File: src/rtl/adder_switch_pkg.sv
// Shared encodings for the adder switch: command opcodes, accumulate FSM states, output lane indices.
package adder_switch_pkg;

    typedef enum logic [2:0] {
        CMD_NOP     = 3'b000,
        CMD_FWD     = 3'b001,
        CMD_ADD     = 3'b010,
        CMD_VN_L    = 3'b011,
        CMD_VN_R    = 3'b100,
        CMD_VN_BOTH = 3'b101,
        CMD_ACC     = 3'b110,
        CMD_RSVD    = 3'b111
    } cmd_e;

    typedef enum logic {
        ST_IDLE  = 1'b0,
        ST_ACCUM = 1'b1
    } acc_state_e;

    localparam int LANE_L = 1;
    localparam int LANE_R = 0;

endpackage

File: src/rtl/adder_switch_pipe_mux.sv
// Reduction mux: the upper select bits pick the left operand from the upper half of the bus,
// the lower select bits pick the right operand from the lower half.
module reduction_mux #(
    parameter int DATA_TYPE = 24,
    parameter int NUM_IN    = 4,
    parameter int SEL_IN    = 2
) (
    input  logic [DATA_TYPE*NUM_IN-1:0] data_bus,
    input  logic [SEL_IN-1:0]           sel,
    output logic [DATA_TYPE-1:0]        sel_l,
    output logic [DATA_TYPE-1:0]        sel_r
);

    logic [DATA_TYPE-1:0] lo_words [NUM_IN/2];
    logic [DATA_TYPE-1:0] hi_words [NUM_IN/2];
    logic [SEL_IN/2-1:0]  sel_hi;
    logic [SEL_IN/2-1:0]  sel_lo;

    always_comb begin
        for (int i = 0; i < NUM_IN/2; i++) begin
            lo_words[i] = data_bus[i*DATA_TYPE +: DATA_TYPE];
            hi_words[i] = data_bus[(i+NUM_IN/2)*DATA_TYPE +: DATA_TYPE];
        end
    end

    assign sel_hi = sel[SEL_IN-1 -: SEL_IN/2];
    assign sel_lo = sel[SEL_IN/2-1:0];
    assign sel_l  = hi_words[sel_hi];
    assign sel_r  = lo_words[sel_lo];

endmodule

File: src/rtl/adder_switch_pipe.sv
// Reduction-tree adder switch: mux -> add/forward/accumulate -> ADD_STAGES-deep stallable pipe.
// Define ADDER_SWITCH_SAT_EN to saturate ADD/ACC sums on carry-out and report it on o_ovf.
module adder_switch_pipe
    import adder_switch_pkg::*;
#(
    parameter int DATA_TYPE  = 24,
    parameter int NUM_IN     = 4,
    parameter int SEL_IN     = 2,
    parameter int ADD_STAGES = 2,
    parameter int ACC_CNT_W  = 8
) (
    input  logic                        clk,
    input  logic                        rst,
    input  logic                        i_valid,
    output logic                        o_ready,
    input  logic [DATA_TYPE*NUM_IN-1:0] i_data_bus,
    input  logic [SEL_IN-1:0]           i_sel,
    input  logic [2:0]                  i_cmd,
    input  logic [ACC_CNT_W-1:0]        i_acc_len,
    output logic                        o_valid,
    input  logic                        i_ready,
    output logic [2*DATA_TYPE-1:0]      o_adder,
    output logic [2*DATA_TYPE-1:0]      o_vn,
    output logic [1:0]                  o_vn_valid,
    output logic                        o_ovf,
    output logic                        o_busy
);

    localparam int W = DATA_TYPE;

    logic [W-1:0] sel_l, sel_r;
    logic [W-1:0] s, t;
    logic         en, take;

    acc_state_e           state, state_n;
    logic [W-1:0]         acc, acc_n;
    logic [ACC_CNT_W-1:0] cnt, cnt_n, len, len_n, first_len, cnt_inc;

    logic         v1;
    logic [2*W-1:0] adder1, vn1;
    logic [1:0]   vnv1;

    logic           pipe_valid [ADD_STAGES];
    logic [2*W-1:0] pipe_adder [ADD_STAGES];
    logic [2*W-1:0] pipe_vn    [ADD_STAGES];
    logic [1:0]     pipe_vnv   [ADD_STAGES];

    reduction_mux #(
        .DATA_TYPE (DATA_TYPE),
        .NUM_IN    (NUM_IN),
        .SEL_IN    (SEL_IN)
    ) u_mux (
        .data_bus (i_data_bus),
        .sel      (i_sel),
        .sel_l    (sel_l),
        .sel_r    (sel_r)
    );

    // The whole pipe moves in lockstep; a stalled output freezes every stage.
    assign en      = !o_valid || i_ready;
    assign o_ready = en && rst;
    assign take    = i_valid && o_ready;

`ifdef ADDER_SWITCH_SAT_EN
    logic [W:0] s_raw, t_raw;
    logic       s_ovf, t_ovf, acc_sat, acc_sat_n, ovf1;
    logic       pipe_ovf [ADD_STAGES];

    always_comb begin
        s_raw = {1'b0, sel_l} + {1'b0, sel_r};
        s_ovf = s_raw[W];
        s     = s_ovf ? '1 : s_raw[W-1:0];
        t_raw = {1'b0, acc} + {1'b0, s};
        t_ovf = t_raw[W] || acc_sat;
        t     = t_ovf ? '1 : t_raw[W-1:0];
    end
`else
    assign s = sel_l + sel_r;
    assign t = acc + s;
`endif

    assign first_len = (i_acc_len == '0) ? ACC_CNT_W'(1) : i_acc_len;
    assign cnt_inc   = cnt + 1'b1;

    always_comb begin
        state_n = state;
        acc_n   = acc;
        cnt_n   = cnt;
        len_n   = len;
        v1      = 1'b0;
        adder1  = '0;
        vn1     = '0;
        vnv1    = 2'b00;
`ifdef ADDER_SWITCH_SAT_EN
        acc_sat_n = acc_sat;
        ovf1      = 1'b0;
`endif
        if (take) begin
            case (cmd_e'(i_cmd))
                CMD_FWD: begin
                    v1     = 1'b1;
                    adder1 = {sel_l, sel_r};
                end
                CMD_ADD: begin
                    v1     = 1'b1;
                    adder1 = {s, s};
`ifdef ADDER_SWITCH_SAT_EN
                    ovf1   = s_ovf;
`endif
                end
                CMD_VN_L: begin
                    v1           = 1'b1;
                    vn1          = {sel_l, {W{1'b0}}};
                    vnv1[LANE_L] = 1'b1;
                    adder1       = {{W{1'b0}}, sel_r};
                end
                CMD_VN_R: begin
                    v1           = 1'b1;
                    vn1          = {{W{1'b0}}, sel_r};
                    vnv1[LANE_R] = 1'b1;
                    adder1       = {sel_l, {W{1'b0}}};
                end
                CMD_VN_BOTH: begin
                    v1   = 1'b1;
                    vn1  = {sel_l, sel_r};
                    vnv1 = 2'b11;
                end
                CMD_ACC: begin
                    if (state == ST_IDLE) begin
                        if (first_len == ACC_CNT_W'(1)) begin
                            v1     = 1'b1;
                            adder1 = {s, s};
`ifdef ADDER_SWITCH_SAT_EN
                            ovf1   = s_ovf;
`endif
                        end else begin
                            acc_n   = s;
                            cnt_n   = ACC_CNT_W'(1);
                            len_n   = first_len;
                            state_n = ST_ACCUM;
`ifdef ADDER_SWITCH_SAT_EN
                            acc_sat_n = s_ovf;
`endif
                        end
                    end else if (cnt_inc == len) begin
                        v1      = 1'b1;
                        adder1  = {t, t};
                        acc_n   = '0;
                        cnt_n   = '0;
                        state_n = ST_IDLE;
`ifdef ADDER_SWITCH_SAT_EN
                        ovf1      = t_ovf;
                        acc_sat_n = 1'b0;
`endif
                    end else begin
                        acc_n = t;
                        cnt_n = cnt_inc;
`ifdef ADDER_SWITCH_SAT_EN
                        acc_sat_n = t_ovf;
`endif
                    end
                end
                default: ;
            endcase
        end
    end

    always_ff @(posedge clk or negedge rst) begin
        if (!rst) begin
            state <= ST_IDLE;
            acc   <= '0;
            cnt   <= '0;
            len   <= '0;
`ifdef ADDER_SWITCH_SAT_EN
            acc_sat <= 1'b0;
`endif
        end else begin
            state <= state_n;
            acc   <= acc_n;
            cnt   <= cnt_n;
            len   <= len_n;
`ifdef ADDER_SWITCH_SAT_EN
            acc_sat <= acc_sat_n;
`endif
        end
    end

    // Non-emitting beats load zeros, so idle stages carry all-zero lanes.
    always_ff @(posedge clk or negedge rst) begin
        if (!rst) begin
            for (int i = 0; i < ADD_STAGES; i++) begin
                pipe_valid[i] <= 1'b0;
                pipe_adder[i] <= '0;
                pipe_vn[i]    <= '0;
                pipe_vnv[i]   <= 2'b00;
            end
        end else if (en) begin
            pipe_valid[0] <= v1;
            pipe_adder[0] <= adder1;
            pipe_vn[0]    <= vn1;
            pipe_vnv[0]   <= vnv1;
            for (int i = 1; i < ADD_STAGES; i++) begin
                pipe_valid[i] <= pipe_valid[i-1];
                pipe_adder[i] <= pipe_adder[i-1];
                pipe_vn[i]    <= pipe_vn[i-1];
                pipe_vnv[i]   <= pipe_vnv[i-1];
            end
        end
    end

`ifdef ADDER_SWITCH_SAT_EN
    always_ff @(posedge clk or negedge rst) begin
        if (!rst) begin
            for (int i = 0; i < ADD_STAGES; i++) pipe_ovf[i] <= 1'b0;
        end else if (en) begin
            pipe_ovf[0] <= ovf1;
            for (int i = 1; i < ADD_STAGES; i++) pipe_ovf[i] <= pipe_ovf[i-1];
        end
    end
    assign o_ovf = pipe_ovf[ADD_STAGES-1];
`else
    assign o_ovf = 1'b0;
`endif

    assign o_valid    = pipe_valid[ADD_STAGES-1];
    assign o_adder    = pipe_adder[ADD_STAGES-1];
    assign o_vn       = pipe_vn[ADD_STAGES-1];
    assign o_vn_valid = pipe_vnv[ADD_STAGES-1];
    assign o_busy     = (state == ST_ACCUM);

endmodule

File: config.mk
export PLATFORM = sky130hd
export DESIGN_NAME = adder_switch_pipe
export DESIGN_NICKNAME = d
export VERILOG_FILES = /design/src/rtl/adder_switch_pkg.sv /design/src/rtl/adder_switch_pipe_mux.sv /design/src/rtl/adder_switch_pipe.sv
export SDC_FILE = /design/constraint.sdc
export NUM_CORES = 1
export LEC_CHECK = 0
export ABC_AREA = 1
export BUFFER_PORTS_ARGS = -buffer_cell sky130_fd_sc_hd__buf_2
export CORE_MARGIN = 3
export CORE_UTILIZATION = 55
export DETAILED_ROUTE_END_ITERATION = 8
export PLACE_DENSITY = 0.77
export SLEW_MARGIN = 5
export SYNTH_ARGS = -nofsm -noshare
export SYNTH_HDL_FRONTEND = slang
export SYNTH_HIERARCHICAL = 1
export SYNTH_SLANG_ARGS = --single-unit
File: constraint.sdc
create_clock -name clk -period 3.2 [get_ports clk]
set_clock_uncertainty 0.15 [all_clocks]
set_input_delay 0.64 -clock clk [delete_from_list [all_inputs] [get_ports clk]]
set_output_delay 0.64 -clock clk [all_outputs]
set_load 0.05 [all_outputs]
==> flow_metrics.py, run 1 <==
metrics = {
    "finish": {
        "layout_commonest_cell": "nand2_1",
        "area_growth_pct": 39.1,
        "drive_gt1_frac": 0.388,
        "final_cell_mix": "nand2_1 (771), buf_4 (274), dfrtp_1 (239)",
        "stdcell_count": 2792,
        "diodes": 0,
        "nets": 2600,
    },
    "min_path": {
        "min-delay-start": "i_acc_len[0]",
        "min_to": "len[0]",
        "hold_class": "input pin to flop",
        "hold_depth": 2,
    },
    "power": {
        "power.density_nw_per_um2": 720,
        "leakagePower_nw": 11.2,
        "p_int_w": 0.00885,
        "power.share.clock": 0.206,
        "swShare": 0.405,
        "ir_drop_uv": 859,
        "comb_power_share": 0.552,
        "fin_total_pwr_w": 0.0149,
        "p_switching_w": 0.00601,
        "pwr-share-seq": 0.242,
    },
    "logic_synthesis": {
        "syn_inst": 2066,
        "synth_ff_type": "dfrtp_1",
        "ys_seq_area_frac": 0.403,
        "synth_nets": 2229,
        "ys_ff_latch": 239,
        "synthTopCellsByArea": "dfrtp_1 (40%), nand2_1 (23%), buf_4 (5.1%), ha_1 (4.0%), inv_1 (3.7%)",
        "synth.distinct_cells": 57,
        "yosysTopAreaCell": "dfrtp_1",
        "syn-cell-area_um2": 14800,
        "post_synth.cell_area_avg_um2": 7.18,
        "synth_warnings": 6,
        "synth_top_area_share": 0.403,
        "synth_edf_count": 0,
        "ys_async_sr_fraction": 1.00,
    },
    "placed_design": {
        "dp_cells": 2670,
        "dp_hpwl_um": 38200,
        "gp_congestion": 1.08,
        "io_buffers": 213,
    },
    "clocking": {
        "clk_path_buf_depth": 3,
        "clock_latency_ns": 0.54,
        "clk_pin_slew_worst_paths_ns": 0.06,
        "cts_max_level": 1,
        "cts_buffers": 26,
        "cts.sinks": 239,
        "ctsRootBufferMaster": "clkbuf_16",
        "cts_tree": "built",
    },
    "sta": {
        "finalHoldViolations": 0,
        "layout_worst_path_cycle_share": 1.21,
        "fin_ws_ns": -0.683,
        "timing.fmax_ghz": 0.258,
        "finalCriticalPeriod_ns": 3.88,
        "drv_slew": 0,
        "rsz0062_at_grt": "true",
        "slew_headroom": 0.333,
        "setup_violations": 59,
        "worst_pin_slew_ns": 1.00,
    },
    "floorplanning": {
        "core_um2": 26300,
        "die_y_um": 170,
        "ios": 215,
        "dieArea_um2": 29000,
        "rows": 59,
        "initial_core_util": 0.564,
        "die_x_um": 170,
    },
    "setup_path": {
        "rr_endpoint": "pipe_adder[80]",
        "r2r_start": "acc[0]",
        "path_max_fanout": 8,
        "critPathLaunchType": "input pin",
        "cp_num_buf_inv": 7,
        "worstRegToRegCells": 17,
        "cpMaxStageDelayCell": "ha_4",
        "worstPathArrival_ns": 4.20,
        "cp-end-kind": "flop",
        "r2r_slack_ns": 0.49,
        "cp.required_ns": 3.52,
        "cpMostUsedCell": "nand2_1",
        "critPathTopFamily": "simple AND/OR/NAND/NOR gates",
        "cp_slowest_stage_delay_ns": 0.33,
        "setup.worst_path.class": "input pin to flop",
    },
    "global_route": {
        "antenna_found_initial": 0,
        "grt_pass1_vias": 15000,
        "grt_usage": 0.359,
        "grt_max_degree": 197,
        "grt_overflow_total": 0,
        "grt_pass1_wl_um": 81500,
    },
    "drt": {
        "drt-vias-per-instance": 5.60,
        "drtPass1Iterations": 6,
        "wl_um": 54400,
        "wire_per_inst_um": 19.5,
        "drc": 0,
        "drtIter0Drc": 1764,
        "dr_total_vias": 15600,
        "ant_nets": 0,
    },
    "run": {
        "maxCapViolCount": 0,
    },
    "run_status": {
        "violations": "negative setup slack",
        "status": "finished with violations",
    },
}
worst reg2reg max path: stages, from the launching register on:
cell     delay (ns)
dfrtp_1        0.35
ha_1           0.25
inv_1          0.12
fa_1           0.42
inv_1          0.09
nand3_1        0.06
nand2_1        0.11
nand2_1        0.09
nand2_2        0.08
buf_4          0.12
buf_4          0.11
xor2_2         0.16
nand2_1        0.09
nand2_1        0.07
nand2_1        0.11
nand3_2        0.14
nand2_1        0.07
nand2_1        0.08
final cells by class:
class	instances	area (um2)
clock buffer	33	697
clock inverter	15	171
fill	1844	5650
inverter	159	638
multi-input combinational	1495	9080
sequential	239	5980
tap	335	419
timing repair buffer	516	3640
synth_stat cells (19+ instances only):
cell	n
nand2_2	19
dfrtp_1	239
a31oi_1	19
nand2_1	916
ha_1	48
buf_4	101
o21ai_0	90
a21oi_1	58
nand3_1	91
nor2_1	94
clkbuf_1	48
inv_1	148
flip-flops by register name (all words and copies together) (netlist names), 2 cells and up:
signal,cells
o_adder,48
o_vn,48
pipe_adder,48
pipe_vn,48
acc,24
cnt,8
len,8
o_vn_valid,2
pipe_vnv,2
how the worst max path moves through the flow:
stage	from	endpoint	slack, ns	depth (start not counted)
after detailed placement	i_sel[0]	pipe_adder[92]	-1.50	27
after global routing	i_sel[1]	pipe_adder[92]	-0.77	28
after floorplan	i_sel[0]	pipe_adder[88]	-0.62	27
after global placement	i_sel[0]	pipe_adder[92]	-1.50	28
final	i_sel[0]	pipe_adder[92]	-0.68	28
after CTS	i_sel[1]	pipe_adder[92]	-0.53	26
through the flow:
stage                     instance area [um2]  setup WS (ns)  hold WS (ns)  TNS, ns  utilization
after floorplan                         15300         -0.625         0.194   -23.93            -
after global placement                  17500          -1.50         0.301   -68.51        0.664
after detailed placement                17500          -1.50         0.304   -70.62        0.664
after CTS                               19700         -0.525         0.184   -17.04        0.750
after global routing                    20600         -0.766         0.199   -32.46        0.785
final                                   20600         -0.683         0.193   -24.26        0.785
cell families (layout without fill, tap and decap cells):
group                      after synthesis  after routing  synth area share
buffers and inverters                  332            723             0.118
DFF                                    239            239             0.403
xor gates and xnor gates                33             33            0.0209
AOI/OAI and AO/OA                      225            225            0.0891
adders and majority gates               50             50            0.0432
and+or+nand+nor                       1184           1184             0.324
muxes                                    2              2           0.00152
other                                    1              1          0.000253
metal layers:
| metal | track usage | part of all wire | vias to the layer above |
|---|---|---|---|
| met5 | 0 | 0 | - |
| met4 | 0.142 | 0.047 | 0 |
| met3 | 0.0650 | 0.084 | 173 |
| met2 | 0.579 | 0.46 | 786 |
| met1 | 0.483 | 0.41 | 7490 |
| li1 | - | - | 7181 |
power by group through the flow:
| stage | Clock, W | Combinational, W | Sequential, W |
|---|---|---|---|
| after floorplan | 0 | 0.00358 | 0.00355 |
| after global placement | 0 | 0.00591 | 0.00359 |
| after detailed placement | 0 | 0.00595 | 0.00360 |
| after CTS | 0.00308 | 0.00715 | 0.00358 |
| after global routing | 0.00320 | 0.00879 | 0.00363 |
| final | 0.00306 | 0.00820 | 0.00359 |
what timing repair did:
| item | CTS | global route |
|---|---|---|
| endpoints found under the hold margin | 14 | 0 |
| gates resized for setup | 238 | 170 |
| cloned | 2 | 3 |
| endpoints found under the setup margin | 61 | 60 |
| pin swaps | 83 | 133 |
| setup buffers | 42 | 30 |
| hold buffers | 1 | 0 |
(Power assumes the default switching activity.)
==> run 2: changes to the inputs <==
--- a/config.mk
+++ b/config.mk
@@ -5,12 +5,12 @@
 export SDC_FILE = /design/constraint.sdc
 export NUM_CORES = 1
 export LEC_CHECK = 0
-export ABC_AREA = 1
+export ABC_CLOCK_PERIOD_IN_PS = 3200
 export BUFFER_PORTS_ARGS = -buffer_cell sky130_fd_sc_hd__buf_2
 export CORE_MARGIN = 3
 export CORE_UTILIZATION = 55
 export DETAILED_ROUTE_END_ITERATION = 8
-export PLACE_DENSITY = 0.77
+export PLACE_DENSITY = 0.78
 export SLEW_MARGIN = 5
 export SYNTH_ARGS = -nofsm -noshare
 export SYNTH_HDL_FRONTEND = slang
==> run 2 against run 1 <==
Count of clock-buffer cells in the layout is 1 higher; largest power group unchanged; critical endpoint is now pipe_adder[70]; cell area decreased by 12%; global-route usage is 4.4 points lower; the flow still finishes with violations (negative setup slack).
==> flow_metrics.py, run 2 <==
metrics = {
    "run_status": {
        "status": "finished with violations",
        "violations": "negative setup slack",
    },
    "sta": {
        "slew_headroom": 0.217,
        "fin_ws_ns": -1.54,
        "drv_slew": 0,
        "finalHoldViolations": 0,
        "layout_worst_path_cycle_share": 1.48,
        "timing.fmax_ghz": 0.211,
        "finalCriticalPeriod_ns": 4.74,
        "setup_violations": 58,
        "rsz0062_at_grt": "true",
        "hold_ws_ns": 0.181,
        "worst_pin_slew_ns": 1.17,
    },
    "finish": {
        "layout_commonest_cell": "nand2_1",
        "nFillCells": 1675,
        "stdcell_count": 2139,
        "drive_gt1_frac": 0.403,
        "stdcell_area_um2": 18200,
        "diodes": 0,
        "final_cell_mix": "nand2_1 (368), buf_4 (253), dfrtp_1 (239)",
        "area_growth_pct": 32.5,
        "nets": 1961,
    },
    "floorplanning": {
        "ios": 215,
        "core_um2": 24400,
        "die_y_um": 164,
        "dieArea_um2": 26900,
        "initial_core_util": 0.562,
        "die_x_um": 164,
        "rows": 57,
    },
    "logic_synthesis": {
        "syn-cell-area_um2": 13700,
        "synthTopCellsByArea": "dfrtp_1 (44%), nand2_1 (10%), buf_4 (5.5%), ha_1 (4.4%), mux2_4 (4.4%)",
        "synth_ff_type": "dfrtp_1",
        "yosysMostFrequentCell": "nand2_1",
        "synth_top_area_share": 0.436,
        "ys_seq_area_frac": 0.436,
        "syn_inst": 1452,
        "synth_edf_count": 0,
        "synth.distinct_cells": 72,
        "yosysTopAreaCell": "dfrtp_1",
        "ys_async_sr_fraction": 1.00,
        "synthTopCellsByCount": "nand2_1 (372), dfrtp_1 (239), buf_4 (101)",
        "synth_warnings": 6,
        "post_synth.cell_area_avg_um2": 9.44,
        "ys_ff_latch": 239,
        "synth_nets": 1615,
    },
    "setup_path": {
        "critPathLaunch": "i_sel[1]",
        "rr_endpoint": "pipe_adder[82]",
        "cp-end-kind": "flop",
        "critPathLaunchType": "input pin",
        "setup.worst_path.class": "input pin to flop",
        "r2r_start": "acc[0]",
        "worstPathArrival_ns": 5.01,
        "worstSetupEndpoint": "pipe_adder[70]",
        "worstRegToRegCells": 13,
        "cp.required_ns": 3.47,
        "path_max_fanout": 4,
        "r2r_slack_ns": 0.05,
    },
    "placed_design": {
        "gp_congestion": 0.950,
        "dp_hpwl_um": 30700,
        "dpl_cell_area_um2": 16200,
        "io_buffers": 213,
        "dp_cells": 2061,
    },
    "power": {
        "fin_total_pwr_w": 0.0141,
        "leakagePower_nw": 9.47,
        "power.density_nw_per_um2": 775,
        "ir_drop_uv": 449,
    },
    "clocking": {
        "clk_path_buf_depth": 3,
        "cts.sinks": 239,
        "ctsRootBufferMaster": "clkbuf_16",
        "clock_latency_ns": 0.55,
        "cts_max_level": 1,
        "cts_buffers": 25,
        "cts_tree": "built",
        "clk_pin_slew_worst_paths_ns": 0.06,
    },
    "global_route": {
        "grt_overflow_total": 0,
        "grt_max_degree": 139,
        "antenna_found_initial": 0,
        "grt_util_met3": 0.0504,
        "grt_util_met1": 0.426,
        "grtUsageMet2": 0.521,
        "grt_pass1_vias": 12400,
        "gr-max-usage-layer": "met2",
        "grt_usage": 0.315,
        "grt_pass1_wl_um": 66600,
    },
    "drt": {
        "drc": 0,
        "ant_nets": 0,
        "drtPass1Iterations": 8,
        "drtIter0Drc": 1206,
        "wl_um": 44400,
        "drt-vias-per-instance": 5.96,
        "dr_total_vias": 12800,
        "wire_per_inst_um": 20.7,
    },
    "run": {
        "maxCapViolCount": 0,
    },
    "min_path": {
        "hold_class": "input pin to flop",
    },
}
## run 2: changes by cell type after synthesis, sizes merged, moves of 13 or more
cell / change
a21o: +26
a221o: +19
a22o: +55
a32o: -17
and3: +13
inv: -139
mux2: +56
nand2: -563
nand3: -69
nor2: -56
o21a: +14
o21ai: -46
xnor2: +13
## run 2: metal layers
layer  up-vias  part of all wire
met5         -                 0
met4         0             0.042
met3       133             0.085
met2       677              0.47
met1      6262              0.40
li1       5678                 -
## run 2: through the flow
step	util	setup TNS [ns]	worst slack, ns
6_report	0.745	-67.63	-1.54
5_1_grt	0.745	-74.54	-1.67
4_1_cts	0.724	-58.91	-1.50
3_5_place_dp	0.662	-95.70	-2.18
3_3_place_gp	0.662	-93.50	-2.09
2_1_floorplan	-	-63.26	-1.81
## run 2: area by class of cell
type,instances,area [um2],share of cell area
Multi-Input combinational cell,1022,7520,0.414
Clock buffer,34,709,0.0391
Inverter,18,67.6,0.00372
Clock inverter,10,125,0.00689
Timing Repair Buffer,492,3350,0.185
Tap cell,324,405,0.0223
Sequential cell,239,5980,0.329
## run 2: power breakdown
group | leakage, nW | switching [W] | total (W) | internal (W)
sequential | 3.23 | 0.000198 | 0.00348 | 0.00329
clock | 0.399 | 0.00124 | 0.00296 | 0.00172
combinational | 5.83 | 0.00388 | 0.00763 | 0.00376
## run 2: worst min path at each step
stage	cells after the start	startpoint	end	slack, ns
6_report	2	i_acc_len[0]	len[0]	0.18
5_1_grt	2	i_acc_len[0]	len[0]	0.18
4_1_cts	2	i_acc_len[0]	len[0]	0.18
3_5_place_dp	2	o_adder[1]	o_adder[1]	0.30
3_3_place_gp	2	o_vn[37]	o_vn[37]	0.29
2_1_floorplan	0	rst	acc[0]	0.19
## run 2: timing repair
| action | 4_1_cts | 5_1_grt |
|---|---|---|
| gates resized for setup | 94 | 78 |
| hold buffers | 1 | 0 |
| setup buffers | 23 | 15 |
| pin swaps | 57 | 47 |
| endpoints found under the setup margin | 61 | 62 |
| hold endpoints to repair | 22 | 0 |
## run 2: worst max-delay path, cell delays in order
cell and delay, ns:
buf_6 0.10, mux2_4 0.31, ha_4 0.17, fa_2 0.34, a21o_1 0.17, a21o_1 0.19, a211oi_4 0.30, o31ai_4 0.10
a31oi_1 0.15, buf_4 0.14, or4b_4 0.44, o211ai_1 0.25, ha_1 0.35, a21o_1 0.19, o21a_1 0.19, a211oi_2 0.19
o31ai_1 0.11, xor2_1 0.17, a22o_1 0.23, a221o_1 0.27
## run 2: logic make-up after synthesis
logic type | Yosys count | share of synthesized area
flip-flops | 239 | 0.436
adder cells (fa/ha/maj) | 50 | 0.0467
AND/OR/NAND/NOR | 531 | 0.167
AO/OA/AOI/OAI | 331 | 0.172
multiplexers | 59 | 0.0593
buffers and inverters | 191 | 0.0870
other | 1 | 0.000274
XOR/XNOR | 50 | 0.0319
